**src/rtl/generic_fifo_pkg.sv**
```systemverilog
// Shared sizing helpers for the generic FIFO family.
// Occupancy counters and storage pointers are sized from these functions.
package generic_fifo_pkg;

  // The occupancy count must be able to hold DEPTH itself, so it needs depth+1 codes.
  function automatic int fifo_cnt_width(input int depth);
    return $clog2(depth + 1);
  endfunction

  // Pointer width for indexing 0..depth-1. It is never narrower than one bit.
  function automatic int fifo_ptr_width(input int depth);
    return (depth <= 2) ? 1 : $clog2(depth);
  endfunction

endpackage

```
**src/rtl/fifo_wrap_ptr.sv**
```systemverilog
// Circular pointer that counts 0..MAX and then wraps to 0.
// The range does not have to be a power of two. A synchronous clear takes priority over increment.
module fifo_wrap_ptr #(
  parameter int MAX = 15,
  parameter int W   = 4
) (
  input  logic         clk,
  input  logic         reset,
  input  logic         inc,
  input  logic         clr,
  output logic [W-1:0] ptr
);

  localparam logic [W-1:0] MAX_C = W'(MAX);

  always_ff @(posedge clk or posedge reset) begin
    if (reset) begin
      ptr <= '0;
    end else if (clr) begin
      ptr <= '0;
    end else if (inc) begin
      ptr <= (ptr == MAX_C) ? '0 : ptr + W'(1);
    end
  end

endmodule

```
**src/rtl/generic_fifo_v2.sv**
```systemverilog
// Parametrised synchronous FWFT FIFO using all DEPTH entries.
// Provides occupancy count, almost flags, synchronous flush and sticky overflow/underflow.
module generic_fifo_v2
  import generic_fifo_pkg::*;
#(
  parameter int DATA_WIDTH    = 8,
  parameter int DEPTH         = 16,
  parameter int AFULL_THRESH  = DEPTH - 2,
  parameter int AEMPTY_THRESH = 2,
  localparam int CW           = fifo_cnt_width(DEPTH)
) (
  input  logic                  clk,
  input  logic                  reset,
  input  logic [DATA_WIDTH-1:0] fifo_data_in,
  input  logic                  fifo_data_push,
  input  logic                  fifo_data_pop,
  input  logic                  fifo_flush,
  input  logic                  err_clear,
  output logic [DATA_WIDTH-1:0] fifo_data_out,
  output logic                  fifo_data_out_vld,
  output logic                  fifo_full,
  output logic                  fifo_empty,
  output logic                  fifo_almost_full,
  output logic                  fifo_almost_empty,
  output logic [CW-1:0]         fifo_count,
  output logic                  fifo_overflow,
  output logic                  fifo_underflow
);

  localparam int            PW       = fifo_ptr_width(DEPTH);
  localparam logic [CW-1:0] DEPTH_C  = CW'(DEPTH);
  localparam logic [CW-1:0] AFULL_C  = CW'(AFULL_THRESH);
  localparam logic [CW-1:0] AEMPTY_C = CW'(AEMPTY_THRESH);

  logic [DATA_WIDTH-1:0] mem [DEPTH];
  logic [PW-1:0]         rd_ptr;
  logic [PW-1:0]         wr_ptr;
  logic [CW-1:0]         count;
  logic                  full;
  logic                  empty;
  logic                  pop_ok;
  logic                  push_ok;
  logic                  ovf_evt;
  logic                  unf_evt;
  logic                  ovf_q;
  logic                  unf_q;

  assign full  = (count == DEPTH_C);
  assign empty = (count == '0);

  // Handshake: a pop is taken when the FIFO is not empty, which means fifo_data_out_vld is high.
  // A push is taken when the FIFO is not full, or when a pop is taken in the same cycle.
  // A flush overrides both requests, and requests dropped because of a flush are not counted as errors.
  always_comb begin
    pop_ok  = 1'b0;
    push_ok = 1'b0;
    ovf_evt = 1'b0;
    unf_evt = 1'b0;
    if (!fifo_flush) begin
      pop_ok  = fifo_data_pop & ~empty;
      push_ok = fifo_data_push & (~full | pop_ok);
      ovf_evt = fifo_data_push & ~push_ok;
      unf_evt = fifo_data_pop & empty;
    end
  end

  fifo_wrap_ptr #(
    .MAX (DEPTH - 1),
    .W   (PW)
  ) u_rd_ptr (
    .clk   (clk),
    .reset (reset),
    .inc   (pop_ok),
    .clr   (fifo_flush),
    .ptr   (rd_ptr)
  );

  fifo_wrap_ptr #(
    .MAX (DEPTH - 1),
    .W   (PW)
  ) u_wr_ptr (
    .clk   (clk),
    .reset (reset),
    .inc   (push_ok),
    .clr   (fifo_flush),
    .ptr   (wr_ptr)
  );

  // The count is unchanged when a push and a pop are taken together, because they cancel.
  always_ff @(posedge clk or posedge reset) begin
    if (reset) begin
      count <= '0;
    end else if (fifo_flush) begin
      count <= '0;
    end else if (push_ok && !pop_ok) begin
      count <= count + CW'(1);
    end else if (pop_ok && !push_ok) begin
      count <= count - CW'(1);
    end
  end

  // The storage array is not reset. Its contents are only observed behind the count.
  always_ff @(posedge clk) begin
    if (push_ok) begin
      mem[wr_ptr] <= fifo_data_in;
    end
  end

  // A new error event wins over err_clear in the same cycle.
  always_ff @(posedge clk or posedge reset) begin
    if (reset) begin
      ovf_q <= 1'b0;
      unf_q <= 1'b0;
    end else begin
      if (ovf_evt) begin
        ovf_q <= 1'b1;
      end else if (err_clear) begin
        ovf_q <= 1'b0;
      end
      if (unf_evt) begin
        unf_q <= 1'b1;
      end else if (err_clear) begin
        unf_q <= 1'b0;
      end
    end
  end

  assign fifo_data_out     = mem[rd_ptr];
  assign fifo_data_out_vld = ~empty;
  assign fifo_full         = full;
  assign fifo_empty        = empty;
  assign fifo_almost_full  = (count >= AFULL_C);
  assign fifo_almost_empty = (count <= AEMPTY_C);
  assign fifo_count        = count;
  assign fifo_overflow     = ovf_q;
  assign fifo_underflow    = unf_q;

endmodule
```
**config.mk**
```make
export PLATFORM = sky130hd
export DESIGN_NAME = generic_fifo_v2
export DESIGN_NICKNAME = d
export VERILOG_FILES = /design/src/rtl/generic_fifo_pkg.sv /design/src/rtl/fifo_wrap_ptr.sv /design/src/rtl/generic_fifo_v2.sv
export SDC_FILE = /design/constraint.sdc
export NUM_CORES = 1
export LEC_CHECK = 0
export CAP_MARGIN = 40
export CORE_ASPECT_RATIO = 0.9
export CORE_UTILIZATION = 55
export DETAILED_ROUTE_END_ITERATION = 10
export PLACE_DENSITY = 0.83
export SLEW_MARGIN = 5
export SYNTH_ARGS = -nofsm -noshare
export SYNTH_HDL_FRONTEND = slang
export SYNTH_HIERARCHICAL = 1
export SYNTH_SLANG_ARGS = --single-unit
```
**constraint.sdc**
```tcl
create_clock -name clk -period 2.8 [get_ports clk]
set_input_delay 0.42 -clock clk [delete_from_list [all_inputs] [get_ports clk]]
set_output_delay 0.42 -clock clk [all_outputs]
set_load 0.02 [all_outputs]
```
==> results of run 1 <==
-- through the flow --
| stage | cells | setup slack [ns] | cell area [µm²] |
|---|---|---|---|
| after detailed placement | 505 | 0.175 | 6550 |
| final | 538 | 0.109 | 7210 |
| after floorplan | 332 | 0.0431 | 5910 |
| after global routing | 538 | 0.00115 | 7210 |
| after global placement | 504 | 0.261 | 6540 |
| after CTS | 537 | 0.0633 | 7200 |
-- critical path, stage by stage (launching register included) --
cell and delay [ns]:
dfrtp_2 0.41, buf_12 0.22, mux4_2 0.55, a22oi_1 0.21, nand2_1 0.13, dlygate4sd2_1 0.34
-- cell type report --
type / instances / area (µm²) / area share, %
repair buffers: 55 / 518 / 7.18
clock inverters: 15 / 234 / 3.24
multi-input cells: 172 / 1630 / 22.6
flip-flops and latches: 143 / 4220 / 58.5
well taps: 129 / 161 / 2.24
clock buffers: 17 / 425 / 5.90
inverters: 7 / 26.3 / 0.364
-- flip-flops by register name, indices dropped and copies added (netlist names) --
name / cells
u_rd_ptr/ptr: 4
mem: 128
fifo_overflow: 1
fifo_count: 5
fifo_underflow: 1
u_wr_ptr/ptr: 4
-- final timing paths --
check                                             from                          end  slack, ns  cells past startpoint
setup / recovery           u_rd_ptr/ptr[0]$_DFFE_PP0P_             fifo_data_out[6]       0.11                      5
hold / removal                                   reset  u_rd_ptr/ptr[3]$_DFFE_PP0P_       0.28                      2
setup reg to reg             fifo_count[2]$_DFFE_PP0P_    fifo_count[4]$_DFFE_PP0P_       0.31                      9
hold reg to reg             fifo_underflow$_DFFE_PP0P_   fifo_underflow$_DFFE_PP0P_       0.53                      2
max in group asynchronous                        reset    fifo_count[1]$_DFFE_PP0P_       2.23                      2
min in group clk            fifo_underflow$_DFFE_PP0P_   fifo_underflow$_DFFE_PP0P_       0.53                      2
-- routing by layer --
metal / share of wire (%) / vias up
met2: 53 / 113
li1: - / 1482
met4: 1.4 / 0
met3: 5.4 / 16
met1: 41 / 1724
met5: 0 / -
-- power groups by stage --
stage	clock network, W	logic [W]	registers (W)
6_report	0.00248	0.00124	0.00248
5_1_grt	0.00260	0.00133	0.00249
4_1_cts	0.00250	0.00124	0.00248
3_5_place_dp	0	0.00124	0.00252
3_3_place_gp	0	0.00121	0.00251
2_1_floorplan	0	0.000740	0.00255
-- synth_stat cells (2+ instances only) --
master    number
a21oi_1       12
a22oi_1       16
buf_1          2
buf_2          4
clkbuf_1       4
dfrtp_1       15
edfxtp_1     128
ha_1           6
inv_1          7
mux2i_1        3
mux4_2        32
nand2_1       15
nand2_2        2
nand2b_1       5
nand3_1        9
nand3b_1       3
nor2_1        22
nor2b_1        6
nor3_1         4
nor4_1         4
o211ai_1       2
o21ai_0        6
o22ai_1        3
or3_1          3
xor2_1         3
-- layout by cell type (no fill, tap or decap), drive strengths merged, types with 2 or more instances in the layout --
master and n:
dlygate4sd2 8, dfrtp 15, a22oi 16, nor2 22, nor2b 6, nor3 4, nand2b 5, inv 11
nand2 17, nand3b 5, nand3 10, mux2i 3, mux4 32, clkbuf 17, clkinv 4, o211ai 2
buf 22, bufinv 5, xor2 3, ha 6, or3 4, o21ai 6, clkdlybuf4s50 25, nor4 5
a21oi 12, o22ai 3, edfxtp 128, clkinvlp 2
-- kinds of logic after synthesis --
group | count (synthesis)
xor gates and xnor gates | 3
adders and majority gates | 7
buffers and inverters | 17
AOI/OAI and AO/OA | 44
DFF | 143
muxes | 36
and+or+nand+nor | 82
==> reports/results.ini, run 1 <==
[setup_path]
worstPathRequired_ns=2.38
cp.arrival_ns=2.27
crit_path_end_kind=primary output
worstPathMaxFanout=23
crit_path_start_kind=flip-flop
crit_type=reg2out

[clock_network]
clk_latency_ns=0.41
postCtsHoldBufs=0
cts_buffers=17
clock_sinks=143
clkTransAtPathRegs_ns=0.06
clk_path_buf_depth=2
post_cts_resized=10
root_buffer=clkbuf_16
post_cts_buffers=0
cts.htree.levels=4
cts_tree=built

[grt]
use_met3_pct=6.28
grtUsageMet1_pct=30.4
busiest_layer=met2
antenna_found_initial=0
use_met2_pct=40.5
overflow=0
grt_pass1_wl_um=19100
grt_use_total_pct=24.1
grt_max_degree=37
grt_pass1_vias=3466

[sta]
finalSetupViolations=0
fmaxAchievable_mhz=372
post-route-period-util_pct=96.1
slew_headroom_pct=38.5
finalHoldViolations=0
maxSlewViolCount=0
tightestPinTransition_ns=0.920
fin_crit_ns=2.69
fin_tns_setup_ns=0
hold-worst-slack_ns=0.283
finClkSkew_ns=0.00396
rsz0062_at_grt=no

[layout]
post-route-util_pct=69.8
nFillCells=643
finalNetCount=417
drive_above_1_share_pct=23.7
area_delta_synth_final_pct=22.0
diodes=0

[synth]
synth_xor_area_share_pct=0.444
synth_top_area_share_pct=65.0
synth_top_family_by_area=multiplexers
synthTopCellsByArea=edfxtp_1 (65%), mux4_2 (12%), dfrtp_1 (6.3%)
yosys_warnings=6
synth_ff_type=edfxtp_1
synth_top_cell_by_area=edfxtp_1
ys_ff_latch=143
synth_mux_area_share_pct=12.9
ys_types=41
synth_edf_count=128
synth_compound_area_share_pct=4.80
async_flop_share_pct=10.5
synth_fa_ha_area_share_pct=1.61
syn-num-nets=353
yosysSeqAreaShare_pct=71.4
syn-mean-instance-area_um2=17.8
synth-simple-area-share_pct=7.72
netlist_area_um2=5910
netlist_instances=332

[power_and_ir_drop]
p_total_w=0.00619
ir_worst_vdd_mv=0.637
seqPwrFrac_pct=40.0
power_density_nw_per_um2=858
clkPwrFrac_pct=40.0
netSwitchingFraction_pct=26.1
combinationalPowerShare_pct=20.0
p_int_w=0.00457
total_leakage_power_nw=2.42
p_sw_w=0.00162

[place]
place_hpwl_um=7770
io_buffer_count=33
place_congestion=0.929

[route]
drt-wirelength-per-cell_um=22.9
ant_nets=0
vias_per_cell=6.20
firstDrtPassIters=5
dr.first_iter.drc_count=270
vias=3335
drc_errors=0
wirelength_um=12300

[floorplanning]
fp-row-count=35
start_util_pct=57.2
fp.dieW_um=111
die_height_um=100
dieArea_um2=11200
io_pins=34
fp.coreArea_um2=10300

[flow_run]
maxCapViolCount=0

[hold_path]
hold_class=in2async

[status]
outcome=completed

Note: power is estimated with default switching activity, not from simulation.
==> inputs of run 2 (changes only) <==
--- a/config.mk
+++ b/config.mk
@@ -13,5 +13,4 @@
 export SLEW_MARGIN = 5
 export SYNTH_ARGS = -nofsm -noshare
 export SYNTH_HDL_FRONTEND = slang
-export SYNTH_HIERARCHICAL = 1
 export SYNTH_SLANG_ARGS = --single-unit
==> reports/results.ini, run 2 <==
[clock_network]
root_buffer=clkbuf_16
clk_latency_ns=0.42
post_cts_resized=13
cts_buffers=17
clkTransAtPathRegs_ns=0.06
clock_sinks=143
postCtsHoldBufs=0
cts_tree=built
post_cts_buffers=0
cts.htree.levels=4
clk_path_buf_depth=2

[power_and_ir_drop]
p_int_w=0.00446
seqPwrFrac_pct=38.8
combinationalPowerShare_pct=28.0
power_density_nw_per_um2=908
clkPwrFrac_pct=33.2
ir_worst_vdd_mv=0.536
total_leakage_power_nw=2.41
p_sw_w=0.00200
netSwitchingFraction_pct=30.9
p_total_w=0.00646

[floorplanning]
io_pins=34
fp-row-count=35
fp.coreArea_um2=10400
start_util_pct=57.4
dieArea_um2=11300
fp.dieW_um=112
die_height_um=101

[layout]
diodes=0
area_delta_synth_final_pct=19.4
largest-register=mem
mostFrequentLayoutCell=edfxtp_1
mostFrequentLayoutCells=edfxtp_1 (128), mux4_2 (32), clkdlybuf4s50_1 (25)
largest_reg_flops=128
multi_input_area_um2=1670
finalNetCount=409
final_area_um2=7110
regArea_um2=4220
drive_above_1_share_pct=22.4
post-route-util_pct=68.5
nFillCells=636

[synth]
netlist_instances=333
synthTopCellsByArea=edfxtp_1 (64%), mux4_2 (12%), dfrtp_1 (6.3%)
syn-num-nets=357
async_flop_share_pct=10.5
netlist_area_um2=5960
synth_top_area_share_pct=64.5
synth_top_cell_by_area=edfxtp_1
syn-mean-instance-area_um2=17.9
yosys_warnings=0
yosys-top-cells-count=edfxtp_1 (128), mux4_2 (32), and2_1 (17)
synth_most_common_cell=edfxtp_1
yosysSeqAreaShare_pct=70.8
synth_ff_type=edfxtp_1
ys_ff_latch=143
ys_types=43
synth_edf_count=128

[setup_path]
cp.arrival_ns=2.26
worstPathMaxFanout=16
worstPathRequired_ns=2.38
crit_path_end_kind=primary output
cp-startpoint=u_rd_ptr.ptr[0]$_DFFE_PP0P_
crit_path_start_kind=flip-flop
endpoint=fifo_data_out[0]
timing.rr.start=fifo_count[2]$_DFFE_PP0P_
regToRegSetupSlack_ns=0.29
r2r_end=fifo_count[4]$_DFFE_PP0P_
r2r_cells=9
crit_type=reg2out

[sta]
finalSetupViolations=0
hold-worst-slack_ns=0.375
fin_crit_ns=2.68
post-route-period-util_pct=95.7
maxSlewViolCount=0
tightestPinTransition_ns=0.667
finClkSkew_ns=0.0114
fin_tns_setup_ns=0
finalHoldViolations=0
slew_headroom_pct=55.4
fmaxAchievable_mhz=373
rsz0062_at_grt=no

[flow_run]
maxCapViolCount=0

[route]
vias_per_cell=6.26
dr.first_iter.drc_count=338
drt-wirelength-per-cell_um=23.6
ant_nets=0
vias=3299
drc_errors=2
wirelength_um=12400
firstDrtPassIters=8

[grt]
overflow=0
grt_max_degree=37
grt_pass1_vias=3299
grt_use_total_pct=23.7
antenna_found_initial=0
grt_pass1_wl_um=18700

[hold_path]
hold_class=in2async

[place]
place_congestion=0.800
io_buffer_count=33
placed_cell_area_um2=6530
place_hpwl_um=7470

[status]
violations=design-rule violations
outcome=finished with violations

-- run 2: how the worst min path moves through the flow --
stage / startpoint / endpoint / slack (ns) / cells past startpoint
2_1_floorplan: reset / fifo_count[0]$_DFFE_PP0P_ / 0.32 / 1
4_1_cts: reset / fifo_count[0]$_DFFE_PP0P_ / 0.39 / 2
5_1_grt: reset / fifo_count[0]$_DFFE_PP0P_ / 0.42 / 2
6_report: reset / fifo_count[0]$_DFFE_PP0P_ / 0.37 / 2
3_3_place_gp: fifo_underflow$_DFFE_PP0P_ / fifo_underflow$_DFFE_PP0P_ / 0.47 / 1
3_5_place_dp: fifo_underflow$_DFFE_PP0P_ / fifo_underflow$_DFFE_PP0P_ / 0.50 / 1
-- run 2: critical path, stage by stage, from the launching register on --
cell and delay (ns):
dfrtp_2 0.41, buf_12 0.19, mux4_2 0.52, a22oi_1 0.27, nand2_1 0.12, dlygate4sd2_1 0.33
-- run 2: metrics by stage --
step / std cells / setup WS, ns
after floorplan: 333 / 0.0756
after global placement: 495 / 0.232
after detailed placement: 495 / 0.151
after CTS: 527 / 0.107
after global routing: 527 / 0.0294
final: 527 / 0.120
-- run 2: area by class of cell --
type / instances / area share (%)
clock buffer: 17 / 5.98
clock inverter: 15 / 2.08
inverter: 7 / 0.369
multi-input combinational: 168 / 23.5
sequential: 143 / 59.3
tap: 129 / 2.27
timing repair buffer: 48 / 6.49
-- run 2: logic make-up (layout without fill, tap and decap cells) --
| group | after synthesis | in the layout | share of synthesized area (%) |
|---|---|---|---|
| flops | 143 | 143 | 70.8 |
| simple gates | 68 | 68 | 6.21 |
| compound gates | 51 | 51 | 6.00 |
| mux | 35 | 35 | 12.6 |
| buf+inv | 22 | 87 | 1.55 |
| fa+ha+maj | 10 | 10 | 2.23 |
| xor+xnor | 4 | 4 | 0.588 |
-- run 2: power by group through the flow --
stage	clock [W]	combinational [W]	sequential [W]
2_1_floorplan	0	0.00119	0.00255
3_3_place_gp	0	0.00179	0.00254
3_5_place_dp	0	0.00183	0.00255
4_1_cts	0.00216	0.00182	0.00251
5_1_grt	0.00225	0.00194	0.00252
6_report	0.00215	0.00181	0.00251
-- run 2: per-layer routing --
metal / part of all wire (%) / wire length [µm] / vias to the layer above / track usage, %
li1: - / - / 1441 / -
met1: 41 / 5100 / 1677 / 30.9
met2: 50 / 6280 / 160 / 39.5
met3: 6.7 / 833 / 21 / 5.47
met4: 1.8 / 229 / 0 / 8.94
met5: 0 / 0 / - / 0
==> inputs of run 3 (changes only) <==
--- a/config.mk
+++ b/config.mk
@@ -9,6 +9,7 @@
 export CORE_ASPECT_RATIO = 0.9
 export CORE_UTILIZATION = 55
 export DETAILED_ROUTE_END_ITERATION = 10
+export HOLD_SLACK_MARGIN = 0.15
 export PLACE_DENSITY = 0.83
 export SLEW_MARGIN = 5
 export SYNTH_ARGS = -nofsm -noshare
==> results of run 3 <==
Final layout, timing and power as in run 2 (identical DEF).
